`config.mk`:
```
export PLATFORM = sky130hd
export DESIGN_NAME = video_timing_gen_flat
export DESIGN_NICKNAME = d
export VERILOG_FILES = /design/src/rtl/video_timing_pkg.sv /design/src/rtl/video_timing_gen_if.sv /design/src/rtl/pix_ce_div.sv /design/src/rtl/video_timing_gen_chk.sv /design/src/rtl/video_timing_gen.sv /design/src/flat_wrapper.sv
export SDC_FILE = /design/constraint.sdc
export NUM_CORES = 1
export LEC_CHECK = 0
export ABC_AREA = 1
export ABC_CLOCK_PERIOD_IN_PS = 2400
export CELL_PAD_IN_SITES_DETAIL_PLACEMENT = 0
export CELL_PAD_IN_SITES_GLOBAL_PLACEMENT = 1
export CORE_MARGIN = 2
export CORE_UTILIZATION = 35
export CTS_CLUSTER_DIAMETER = 100
export DETAILED_ROUTE_END_ITERATION = 10
export PLACE_DENSITY = 0.77
export SETUP_SLACK_MARGIN = 0.1
export SLEW_MARGIN = 0
export SYNTH_ARGS = -nofsm -noshare
export SYNTH_HDL_FRONTEND = slang
export SYNTH_SLANG_ARGS = --single-unit
```
`constraint.sdc`:
```
create_clock -name pclk -period 2.4 [get_ports pclk]
set_input_delay 0.48 -clock pclk [delete_from_list [all_inputs] [get_ports pclk]]
set_output_delay 0.48 -clock pclk [all_outputs]
set_load 0.05 [all_outputs]
```
`src/rtl/video_timing_pkg.sv`:
```
// -----------------------------------------------------------------------------
// video_timing_pkg
// Shared definitions for the video timing generator.
//   SYNC_ACT_HIGH / SYNC_ACT_LOW : values for the HS_POL / VS_POL parameters
//   timing_total()                : active + front porch + sync + back porch
//   sync_start()                  : first position at which sync is asserted
//   sync_end()                    : first position after sync (exclusive bound)
// -----------------------------------------------------------------------------
package video_timing_pkg;

   localparam bit SYNC_ACT_HIGH = 1'b1;
   localparam bit SYNC_ACT_LOW  = 1'b0;

   function automatic int unsigned timing_total(input int unsigned res,
                                                input int unsigned fp,
                                                input int unsigned sync,
                                                input int unsigned bp);
      return res + fp + sync + bp;
   endfunction

   function automatic int unsigned sync_start(input int unsigned res,
                                              input int unsigned fp);
      return res + fp;
   endfunction

   function automatic int unsigned sync_end(input int unsigned res,
                                            input int unsigned fp,
                                            input int unsigned sync);
      return res + fp + sync;
   endfunction

endpackage

```
`src/rtl/video_timing_gen_if.sv`:
```
// -----------------------------------------------------------------------------
// video_timing_gen_if
// Bundle between the timing generator (master) and its consumer (slave).
//   enable, div           : run/freeze control and pixel divider select (to gen)
//   pix_ena               : last pclk of each pixel period
//   h_pos, v_pos          : current pixel coordinates
//   hde, vde, de          : display enables
//   hsync, vsync          : sync at the configured polarity
//   line_start, frame_start : position markers, held for a whole pixel period
// -----------------------------------------------------------------------------
interface video_timing_gen_if #(
   parameter int CW    = 12,
   parameter int DIV_W = 4
) ();
   logic             enable;
   logic [DIV_W-1:0] div;
   logic             pix_ena;
   logic [CW-1:0]    h_pos;
   logic [CW-1:0]    v_pos;
   logic             hde;
   logic             vde;
   logic             de;
   logic             hsync;
   logic             vsync;
   logic             line_start;
   logic             frame_start;

   modport master (
      input  enable, div,
      output pix_ena, h_pos, v_pos, hde, vde, de, hsync, vsync,
             line_start, frame_start
   );

   modport slave (
      output enable, div,
      input  pix_ena, h_pos, v_pos, hde, vde, de, hsync, vsync,
             line_start, frame_start
   );
endinterface

```
`src/rtl/pix_ce_div.sv`:
```
// -----------------------------------------------------------------------------
// pix_ce_div
// Pixel clock-enable divider.
//   pclk, reset : clock, synchronous active-high reset
//   enable      : low freezes the divider and forces pix_ena low
//   div         : pixel period in pclks minus 1; sampled on reset and frame wrap
//   frame_end   : high while the position counters sit on the last pixel
//   pix_ena     : high in the last pclk of each pixel period
// -----------------------------------------------------------------------------
module pix_ce_div #(
   parameter int DIV_W = 4
) (
   input  logic             pclk,
   input  logic             reset,
   input  logic             enable,
   input  logic [DIV_W-1:0] div,
   input  logic             frame_end,
   output logic             pix_ena
);
   logic [DIV_W-1:0] div_cnt_q, div_cnt_d;
   logic [DIV_W-1:0] div_sel_q, div_sel_d;
   logic             pix_ena_s;

   // Next divider phase; the latched divide value only changes when the
   // frame actually wraps, so a frozen wrap also defers the reload.
   always_comb begin
      pix_ena_s = enable & (div_cnt_q == div_sel_q);
      div_cnt_d = div_cnt_q;
      div_sel_d = div_sel_q;
      if (pix_ena_s) begin
         div_cnt_d = {DIV_W{1'b0}};
         if (frame_end) begin
            div_sel_d = div;
         end else begin
            div_sel_d = div_sel_q;
         end
      end else if (enable) begin
         div_cnt_d = div_cnt_q + DIV_W'(1);
      end else begin
         div_cnt_d = div_cnt_q;
      end
   end

   // Divider state registers.
   always_ff @(posedge pclk) begin
      if (reset) begin
         div_cnt_q <= {DIV_W{1'b0}};
         div_sel_q <= div;
      end else begin
         div_cnt_q <= div_cnt_d;
         div_sel_q <= div_sel_d;
      end
   end

   assign pix_ena = pix_ena_s;
endmodule

```
`src/rtl/video_timing_gen_chk.sv`:
```
// -----------------------------------------------------------------------------
// video_timing_gen_chk
// Elaboration-time parameter checks for video_timing_gen. No ports: it only
// refuses to elaborate when the counter width cannot reach the last position
// or when a porch/sync width is zero.
// -----------------------------------------------------------------------------
module video_timing_gen_chk #(
   parameter int unsigned CW     = 12,
   parameter int unsigned H_TOT  = 800,
   parameter int unsigned V_TOT  = 525,
   parameter int unsigned H_FP   = 16,
   parameter int unsigned H_SYNC = 96,
   parameter int unsigned H_BP   = 48,
   parameter int unsigned V_FP   = 10,
   parameter int unsigned V_SYNC = 2,
   parameter int unsigned V_BP   = 33
) ();
   if (64'(H_TOT - 32'd1) >= (64'd1 << CW)) begin : g_h_width
      $error("video_timing_gen: CW too narrow for H_TOT-1");
   end
   if (64'(V_TOT - 32'd1) >= (64'd1 << CW)) begin : g_v_width
      $error("video_timing_gen: CW too narrow for V_TOT-1");
   end
   if (H_FP == 32'd0 || H_SYNC == 32'd0 || H_BP == 32'd0) begin : g_h_zero
      $error("video_timing_gen: horizontal porch/sync width is zero");
   end
   if (V_FP == 32'd0 || V_SYNC == 32'd0 || V_BP == 32'd0) begin : g_v_zero
      $error("video_timing_gen: vertical porch/sync width is zero");
   end
endmodule

```
`src/rtl/video_timing_gen.sv`:
```
// -----------------------------------------------------------------------------
// video_timing_gen
// Parametrised raster timing generator.
//   pclk  : base pixel clock
//   reset : synchronous active-high, restarts the frame at (0,0)
//   vt    : master side of video_timing_gen_if (enable/div in, timing out)
// Position counters advance on pix_ena; every decoded output is registered
// from the next-state position so it always matches h_pos/v_pos.
// -----------------------------------------------------------------------------
module video_timing_gen
   import video_timing_pkg::*;
#(
   parameter int unsigned H_RES  = 640,
   parameter int unsigned H_FP   = 16,
   parameter int unsigned H_SYNC = 96,
   parameter int unsigned H_BP   = 48,
   parameter int unsigned V_RES  = 480,
   parameter int unsigned V_FP   = 10,
   parameter int unsigned V_SYNC = 2,
   parameter int unsigned V_BP   = 33,
   parameter bit          HS_POL = SYNC_ACT_HIGH,
   parameter bit          VS_POL = SYNC_ACT_HIGH,
   parameter int          CW     = 12,
   parameter int          DIV_W  = 4
) (
   input  logic                pclk,
   input  logic                reset,
   video_timing_gen_if.master  vt
);
   localparam int unsigned H_TOT = timing_total(H_RES, H_FP, H_SYNC, H_BP);
   localparam int unsigned V_TOT = timing_total(V_RES, V_FP, V_SYNC, V_BP);

   localparam logic [CW-1:0] H_LAST = CW'(H_TOT - 32'd1);
   localparam logic [CW-1:0] V_LAST = CW'(V_TOT - 32'd1);
   localparam logic [CW-1:0] H_ACT  = CW'(H_RES);
   localparam logic [CW-1:0] V_ACT  = CW'(V_RES);
   localparam logic [CW-1:0] HS_BEG = CW'(sync_start(H_RES, H_FP));
   localparam logic [CW-1:0] HS_END = CW'(sync_end(H_RES, H_FP, H_SYNC));
   localparam logic [CW-1:0] VS_BEG = CW'(sync_start(V_RES, V_FP));
   localparam logic [CW-1:0] VS_END = CW'(sync_end(V_RES, V_FP, V_SYNC));

   video_timing_gen_chk #(
      .CW(CW), .H_TOT(H_TOT), .V_TOT(V_TOT),
      .H_FP(H_FP), .H_SYNC(H_SYNC), .H_BP(H_BP),
      .V_FP(V_FP), .V_SYNC(V_SYNC), .V_BP(V_BP)
   ) u_chk ();

   logic          pix_ena_s;
   logic          frame_end_s;
   logic [CW-1:0] h_pos_q, h_pos_d;
   logic [CW-1:0] v_pos_q, v_pos_d;
   logic          hde_q, hde_d, vde_q, vde_d, de_q, de_d;
   logic          hsync_q, hsync_d, vsync_q, vsync_d;
   logic          line_start_q, line_start_d, frame_start_q, frame_start_d;

   assign frame_end_s = (h_pos_q == H_LAST) && (v_pos_q == V_LAST);

   pix_ce_div #(.DIV_W(DIV_W)) u_div (
      .pclk      (pclk),
      .reset     (reset),
      .enable    (vt.enable),
      .div       (vt.div),
      .frame_end (frame_end_s),
      .pix_ena   (pix_ena_s)
   );

   // Next position, then decode of that next position so the registered
   // flags land in the same cycle as the coordinates they describe.
   always_comb begin
      h_pos_d = h_pos_q;
      v_pos_d = v_pos_q;
      if (pix_ena_s) begin
         if (h_pos_q == H_LAST) begin
            h_pos_d = {CW{1'b0}};
            if (v_pos_q == V_LAST) begin
               v_pos_d = {CW{1'b0}};
            end else begin
               v_pos_d = v_pos_q + CW'(1);
            end
         end else begin
            h_pos_d = h_pos_q + CW'(1);
         end
      end else begin
         h_pos_d = h_pos_q;
      end
      hde_d         = (h_pos_d < H_ACT);
      vde_d         = (v_pos_d < V_ACT);
      de_d          = hde_d & vde_d;
      hsync_d       = ((h_pos_d >= HS_BEG) && (h_pos_d < HS_END)) ? HS_POL : ~HS_POL;
      vsync_d       = ((v_pos_d >= VS_BEG) && (v_pos_d < VS_END)) ? VS_POL : ~VS_POL;
      line_start_d  = (h_pos_d == {CW{1'b0}});
      frame_start_d = line_start_d && (v_pos_d == {CW{1'b0}});
   end

   // Position and decoded-output registers; reset loads the (0,0) decode.
   always_ff @(posedge pclk) begin
      if (reset) begin
         h_pos_q       <= {CW{1'b0}};
         v_pos_q       <= {CW{1'b0}};
         hde_q         <= 1'b1;
         vde_q         <= 1'b1;
         de_q          <= 1'b1;
         hsync_q       <= ~HS_POL;
         vsync_q       <= ~VS_POL;
         line_start_q  <= 1'b1;
         frame_start_q <= 1'b1;
      end else begin
         h_pos_q       <= h_pos_d;
         v_pos_q       <= v_pos_d;
         hde_q         <= hde_d;
         vde_q         <= vde_d;
         de_q          <= de_d;
         hsync_q       <= hsync_d;
         vsync_q       <= vsync_d;
         line_start_q  <= line_start_d;
         frame_start_q <= frame_start_d;
      end
   end

   assign vt.pix_ena     = pix_ena_s;
   assign vt.h_pos       = h_pos_q;
   assign vt.v_pos       = v_pos_q;
   assign vt.hde         = hde_q;
   assign vt.vde         = vde_q;
   assign vt.de          = de_q;
   assign vt.hsync       = hsync_q;
   assign vt.vsync       = vsync_q;
   assign vt.line_start  = line_start_q;
   assign vt.frame_start = frame_start_q;
endmodule

```
`src/flat_wrapper.sv`:
```
// flat-port wrapper written by rule: the top's interface ports become plain ports
module video_timing_gen_flat import video_timing_pkg::*;
#(
   parameter int unsigned H_RES  = 640,
   parameter int unsigned H_FP   = 16,
   parameter int unsigned H_SYNC = 96,
   parameter int unsigned H_BP   = 48,
   parameter int unsigned V_RES  = 480,
   parameter int unsigned V_FP   = 10,
   parameter int unsigned V_SYNC = 2,
   parameter int unsigned V_BP   = 33,
   parameter bit          HS_POL = SYNC_ACT_HIGH,
   parameter bit          VS_POL = SYNC_ACT_HIGH,
   parameter int          CW     = 12,
   parameter int          DIV_W  = 4
)
  (pclk, reset, vt_enable, vt_div, vt_pix_ena, vt_h_pos, vt_v_pos, vt_hde, vt_vde, vt_de, vt_hsync, vt_vsync, vt_line_start, vt_frame_start);
  video_timing_gen_if #(.CW(CW), .DIV_W(DIV_W)) vt_i ();
  input  logic pclk;
  input  logic reset;
  input wire logic [$bits(vt_i.enable)-1:0] vt_enable;
  input wire logic [$bits(vt_i.div)-1:0] vt_div;
  output wire logic [$bits(vt_i.pix_ena)-1:0] vt_pix_ena;
  output wire logic [$bits(vt_i.h_pos)-1:0] vt_h_pos;
  output wire logic [$bits(vt_i.v_pos)-1:0] vt_v_pos;
  output wire logic [$bits(vt_i.hde)-1:0] vt_hde;
  output wire logic [$bits(vt_i.vde)-1:0] vt_vde;
  output wire logic [$bits(vt_i.de)-1:0] vt_de;
  output wire logic [$bits(vt_i.hsync)-1:0] vt_hsync;
  output wire logic [$bits(vt_i.vsync)-1:0] vt_vsync;
  output wire logic [$bits(vt_i.line_start)-1:0] vt_line_start;
  output wire logic [$bits(vt_i.frame_start)-1:0] vt_frame_start;
  assign vt_i.enable = vt_enable;
  assign vt_i.div = vt_div;
  assign vt_pix_ena = vt_i.pix_ena;
  assign vt_h_pos = vt_i.h_pos;
  assign vt_v_pos = vt_i.v_pos;
  assign vt_hde = vt_i.hde;
  assign vt_vde = vt_i.vde;
  assign vt_de = vt_i.de;
  assign vt_hsync = vt_i.hsync;
  assign vt_vsync = vt_i.vsync;
  assign vt_line_start = vt_i.line_start;
  assign vt_frame_start = vt_i.frame_start;
  video_timing_gen #(.H_RES(H_RES), .H_FP(H_FP), .H_SYNC(H_SYNC), .H_BP(H_BP), .V_RES(V_RES), .V_FP(V_FP), .V_SYNC(V_SYNC), .V_BP(V_BP), .HS_POL(HS_POL), .VS_POL(VS_POL), .CW(CW), .DIV_W(DIV_W)) u_core (.pclk(pclk), .reset(reset), .vt(vt_i));
endmodule
```
==> impl_summary.md <==
Outcome
The flow ran to the end, and the final reports show no timing, DRC or antenna violations.

Global routing
In the global route stage, overall resource usage came out at 0.184. The via count of the first global-routing pass is 2672. The number of antenna violations at the first check in global routing was 0. The largest net degree at the start of global routing is 23. Global routing finished with a remaining overflow of 0. The wire length of the first global-routing pass is 12.3 mm.

STA
Measured against its own limit, the worst slew margin works out to 0.665. The number of pins exceeding their max-slew limit in the final report is 0. The total negative setup slack is 0 ns. The worst clock skew is 0.00480 ns.

The hold violation total from the final report is 0. The minimum setup slack in the final design is 0.201 ns. At the pin with the least slew margin, the transition time is 0.502 ns. Setup violations remaining at the end of the flow were counted as 0. The clock period minus final worst setup slack is 2.20 ns. For this run, the top clock speed supported by timing is 455 MHz.

Setup repair after global routing left no endpoint under its margin. The portion of the clock cycle consumed by the worst path in the final layout is 0.916.

Yosys
Of the total synthesized cell area, the portion taken by XOR and XNOR cells is 0.00995. After synthesis, the largest family of logic cells by area is simple AND/OR/NAND/NOR gates. The share of the synthesized area in compound gates (AO/OA/AOI/OAI) is 0.0469. The count of different cell masters after synthesis is 30. Of the total synthesized cell area, the portion taken by AND, OR, NAND and NOR gates is 0.500. The post-synth net total is 443. The adder-cell share of the synthesized area is 0.0190. Of the post-synthesis cell area, the dominant cell type holds 0.265. Synthesis inferred 39 register bits. sky130_fd_sc_hd__dfxtp_1 takes more of the synthesized area than any other cell. Yosys attributes the largest share of cell area to sky130_fd_sc_hd__dfxtp_1, sky130_fd_sc_hd__nand2_1, sky130_fd_sc_hd__nor2_1. Synthesis produced 432 cells.

Summing every instance area after synthesis gives 2640 um2. Each instance of the synthesized netlist takes up on average 6.11 um2. For this run, the number of Yosys warnings is 0. The proportion of synthesized area in mux cells is 0.

The sequential share of the synthesized area is 0.311.

Finish
The final standard cell area without fillers is 3290 um2. 0 antenna diodes ended up in the layout. The non-filler instance count after layout is 582. The layout overhead on the synthesized area is 24.5%. The number of nets in the layout is 493. Of the cells placed in the final design, the portion with a size suffix greater than 1 is 0.106. The fraction of the core area covered by cells at the end of the flow is 0.451.

The filler cells instantiated in the layout total 803.

Placed design
Before CTS, the worst setup slack after placement is 0.0848 ns. Detailed placement finished with a half-perimeter wire length of 5.73 mm. Once placement finished, the instance area stood at 3200 um2. The final weighted congestion in routability-driven placement is 0.848.

The number of buffer cells added on primary ports is 38. Once placement completed, the tool counted placed cells totaling 574.

Clock network
Hold repair after CTS inserted 0 buffers. The post-CTS clock slew at the launch and capture registers of the worst setup and hold paths is 0.08 ns. The clock net in this run drives a total of 39 sinks. The H-tree depth is 2. In this run the post-CTS setup repair buffer count came out at 0. The number of buffers created by CTS is 5. The clock latency on the worst-skew pair is 0.29 ns.

The worst-case clock buffer depth is 2. TritonCTS built the clock tree. The clock root buffer is sky130_fd_sc_hd__clkbuf_8.

The post-cts repair resize count is 0.

Drt
In the final routed layout, each cell accounts on average for 12.6 um. For this block, the routed nets add up to 7.35 mm of wire. In the routed layout, each cell is associated on average with a via count of 4.71. The via count is 2741.

The first-pass detailed-route iteration total is 4. The first-iteration detailed-routing DRC count is 93. The remaining antenna violation count is 0. The count of unresolved DRC violations after routing is 0.

Worst hold path
The worst hold path passes through 2 cells. The end point of the worst hold path is u_core.u_div.div_cnt_q[2]. The class of the tightest hold or removal check is register to register. The critical hold path startpoint is u_core.u_div.div_cnt_q[2].

Floorplanning
For this configuration, the core starts out at a cell density of 0.362. The area of the placeable core is 7290 um2. The width of the die is 90.9 um. The area of the die is 8250 um2. The vertical die dimension is 90.9 um. The count of pins on the block boundary is 39. The floorplan has 31 rows.

Critical path
The data required time at the worst endpoint is 1.92 ns. The element type at the critical path start is an input port. The peak fanout along the critical path is 21. The capture point of the worst reg-to-reg path is u_core.vt.de. The worst register-to-register path begins at u_core.vt.v_pos[0]. The arrival time at the worst endpoint is 1.72 ns. The kind of end point of the critical path is an output port.

The depth of the worst register-to-register path is 12. For flop-to-flop paths, the worst setup slack is 0.36 ns. The critical path is of the input port to output port type.

Pwr
The maximum resistive drop on vdd is 184 uV. The static leakage power is 1.55 nW. Dividing total power by cell area gives a power density of 392 nW/um2.

Job
The number of maximum-capacitance constraint violations is 0.
-- where the power goes --
part | internal (W) | total (W) | switching (W) | leakage [nW]
combinational | 0.0000556 | 0.000154 | 0.0000989 | 1.19
clock | 0.000204 | 0.000449 | 0.000245 | 0.0412
sequential | 0.000673 | 0.000686 | 0.0000129 | 0.322
-- layout make-up --
| cell class | count | area (um2) | share of cell area |
|---|---|---|---|
| clock buffers | 6 | 72.6 | 0.0221 |
| clock inverters | 2 | 12.5 | 0.00381 |
| inverters | 63 | 236 | 0.0720 |
| multi-input cells | 322 | 1520 | 0.462 |
| flip-flops and latches | 39 | 821 | 0.250 |
| well taps | 99 | 124 | 0.0377 |
| repair buffers | 51 | 500 | 0.152 |
-- kinds of logic (layout without fill, tap and decap cells) --
logic type | after synthesis | in the layout
AO/OA/AOI/OAI | 23 | 23
XOR/XNOR | 3 | 3
adder cells (fa/ha/maj) | 4 | 4
buffers and inverters | 71 | 122
flip-flops | 39 | 39
AND/OR/NAND/NOR | 292 | 292
-- cell usage in the layout (no fill, tap or decap), types with 8 or more instances in the layout --
cell type,n
sky130_fd_sc_hd__inv_1,60
sky130_fd_sc_hd__nand4_1,11
sky130_fd_sc_hd__nor2_1,65
sky130_fd_sc_hd__clkdlybuf4s50_1,37
sky130_fd_sc_hd__nor2_2,8
sky130_fd_sc_hd__dfxtp_1,35
sky130_fd_sc_hd__nand2_1,150
sky130_fd_sc_hd__o21ai_0,8
sky130_fd_sc_hd__nand3_1,34
sky130_fd_sc_hd__buf_4,12
sky130_fd_sc_hd__a21oi_1,10
-- worst max-delay path by stage --
stage | from | slack [ns] | to
6_report | vt_enable | 0.20 | vt_pix_ena
4_1_cts | vt_enable | 0.20 | vt_pix_ena
3_3_place_gp | vt_enable | 0.08 | u_core.vt.de
2_1_floorplan | u_core.vt.h_pos[0] | 0.17 | u_core.vt.de
3_5_place_dp | vt_enable | 0.08 | u_core.vt.de
5_1_grt | vt_enable | 0.11 | vt_pix_ena
-- stage by stage --
stage / power (W) / hold WS, ns
2_1_floorplan: 0.000805 / 0.470
3_3_place_gp: 0.000857 / 0.489
3_5_place_dp: 0.000857 / 0.501
4_1_cts: 0.00131 / 0.513
5_1_grt: 0.00136 / 0.532
6_report: 0.00129 / 0.513
-- critical path: stages --
cell and delay, ns:
sky130_fd_sc_hd__clkdlybuf4s50_1 0.50, sky130_fd_sc_hd__inv_1 0.05, sky130_fd_sc_hd__a21oi_1 0.14, sky130_fd_sc_hd__nand3_2 0.11
sky130_fd_sc_hd__nor2_4 0.11, sky130_fd_sc_hd__buf_12 0.17, sky130_fd_sc_hd__buf_12 0.15
-- synth_stat cells --
master,instances
sky130_fd_sc_hd__dfxtp_1,35
sky130_fd_sc_hd__o21ai_2,1
sky130_fd_sc_hd__ha_1,4
sky130_fd_sc_hd__edfxtp_1,4
sky130_fd_sc_hd__clkbuf_1,2
sky130_fd_sc_hd__o21ai_1,2
sky130_fd_sc_hd__xor2_1,2
sky130_fd_sc_hd__o21bai_1,1
sky130_fd_sc_hd__buf_4,3
sky130_fd_sc_hd__nor2_1,65
sky130_fd_sc_hd__xnor2_1,1
sky130_fd_sc_hd__nand4_2,2
sky130_fd_sc_hd__nor2_4,5
sky130_fd_sc_hd__and3_1,1
sky130_fd_sc_hd__nand2_1,150
sky130_fd_sc_hd__and2_1,1
sky130_fd_sc_hd__a21oi_1,10
sky130_fd_sc_hd__nor3_1,4
sky130_fd_sc_hd__o21ai_0,8
sky130_fd_sc_hd__nand3_4,1
sky130_fd_sc_hd__inv_2,3
sky130_fd_sc_hd__a21boi_0,1
sky130_fd_sc_hd__nand2_2,5
sky130_fd_sc_hd__nor2_2,8
sky130_fd_sc_hd__nand3_2,4
sky130_fd_sc_hd__buf_6,3
sky130_fd_sc_hd__nand4_1,11
sky130_fd_sc_hd__nor2_8,1
sky130_fd_sc_hd__inv_1,60
sky130_fd_sc_hd__nand3_1,34
-- sequential cells by signal, indices dropped and copies added (netlist names) --
signal / flops
u_core.vt.h_pos: 12
u_core.vt.frame_start: 1
u_core.vt.hsync: 1
u_core.vt.hde: 1
u_core.vt.vde: 1
u_core.u_div.div_sel_q: 4
u_core.vt.de: 1
u_core.u_div.div_cnt_q: 4
u_core.vt.vsync: 1
u_core.vt.v_pos: 12
u_core.vt.line_start: 1
-- layer usage --
metal,up-vias,part of all wire,GRT usage
met3,13,0.036,0.0292
li1,1436,-,-
met2,63,0.48,0.328
met1,1229,0.46,0.224
met4,0,0.022,0.0657
met5,-,0,0
(Power assumes the default switching activity.)
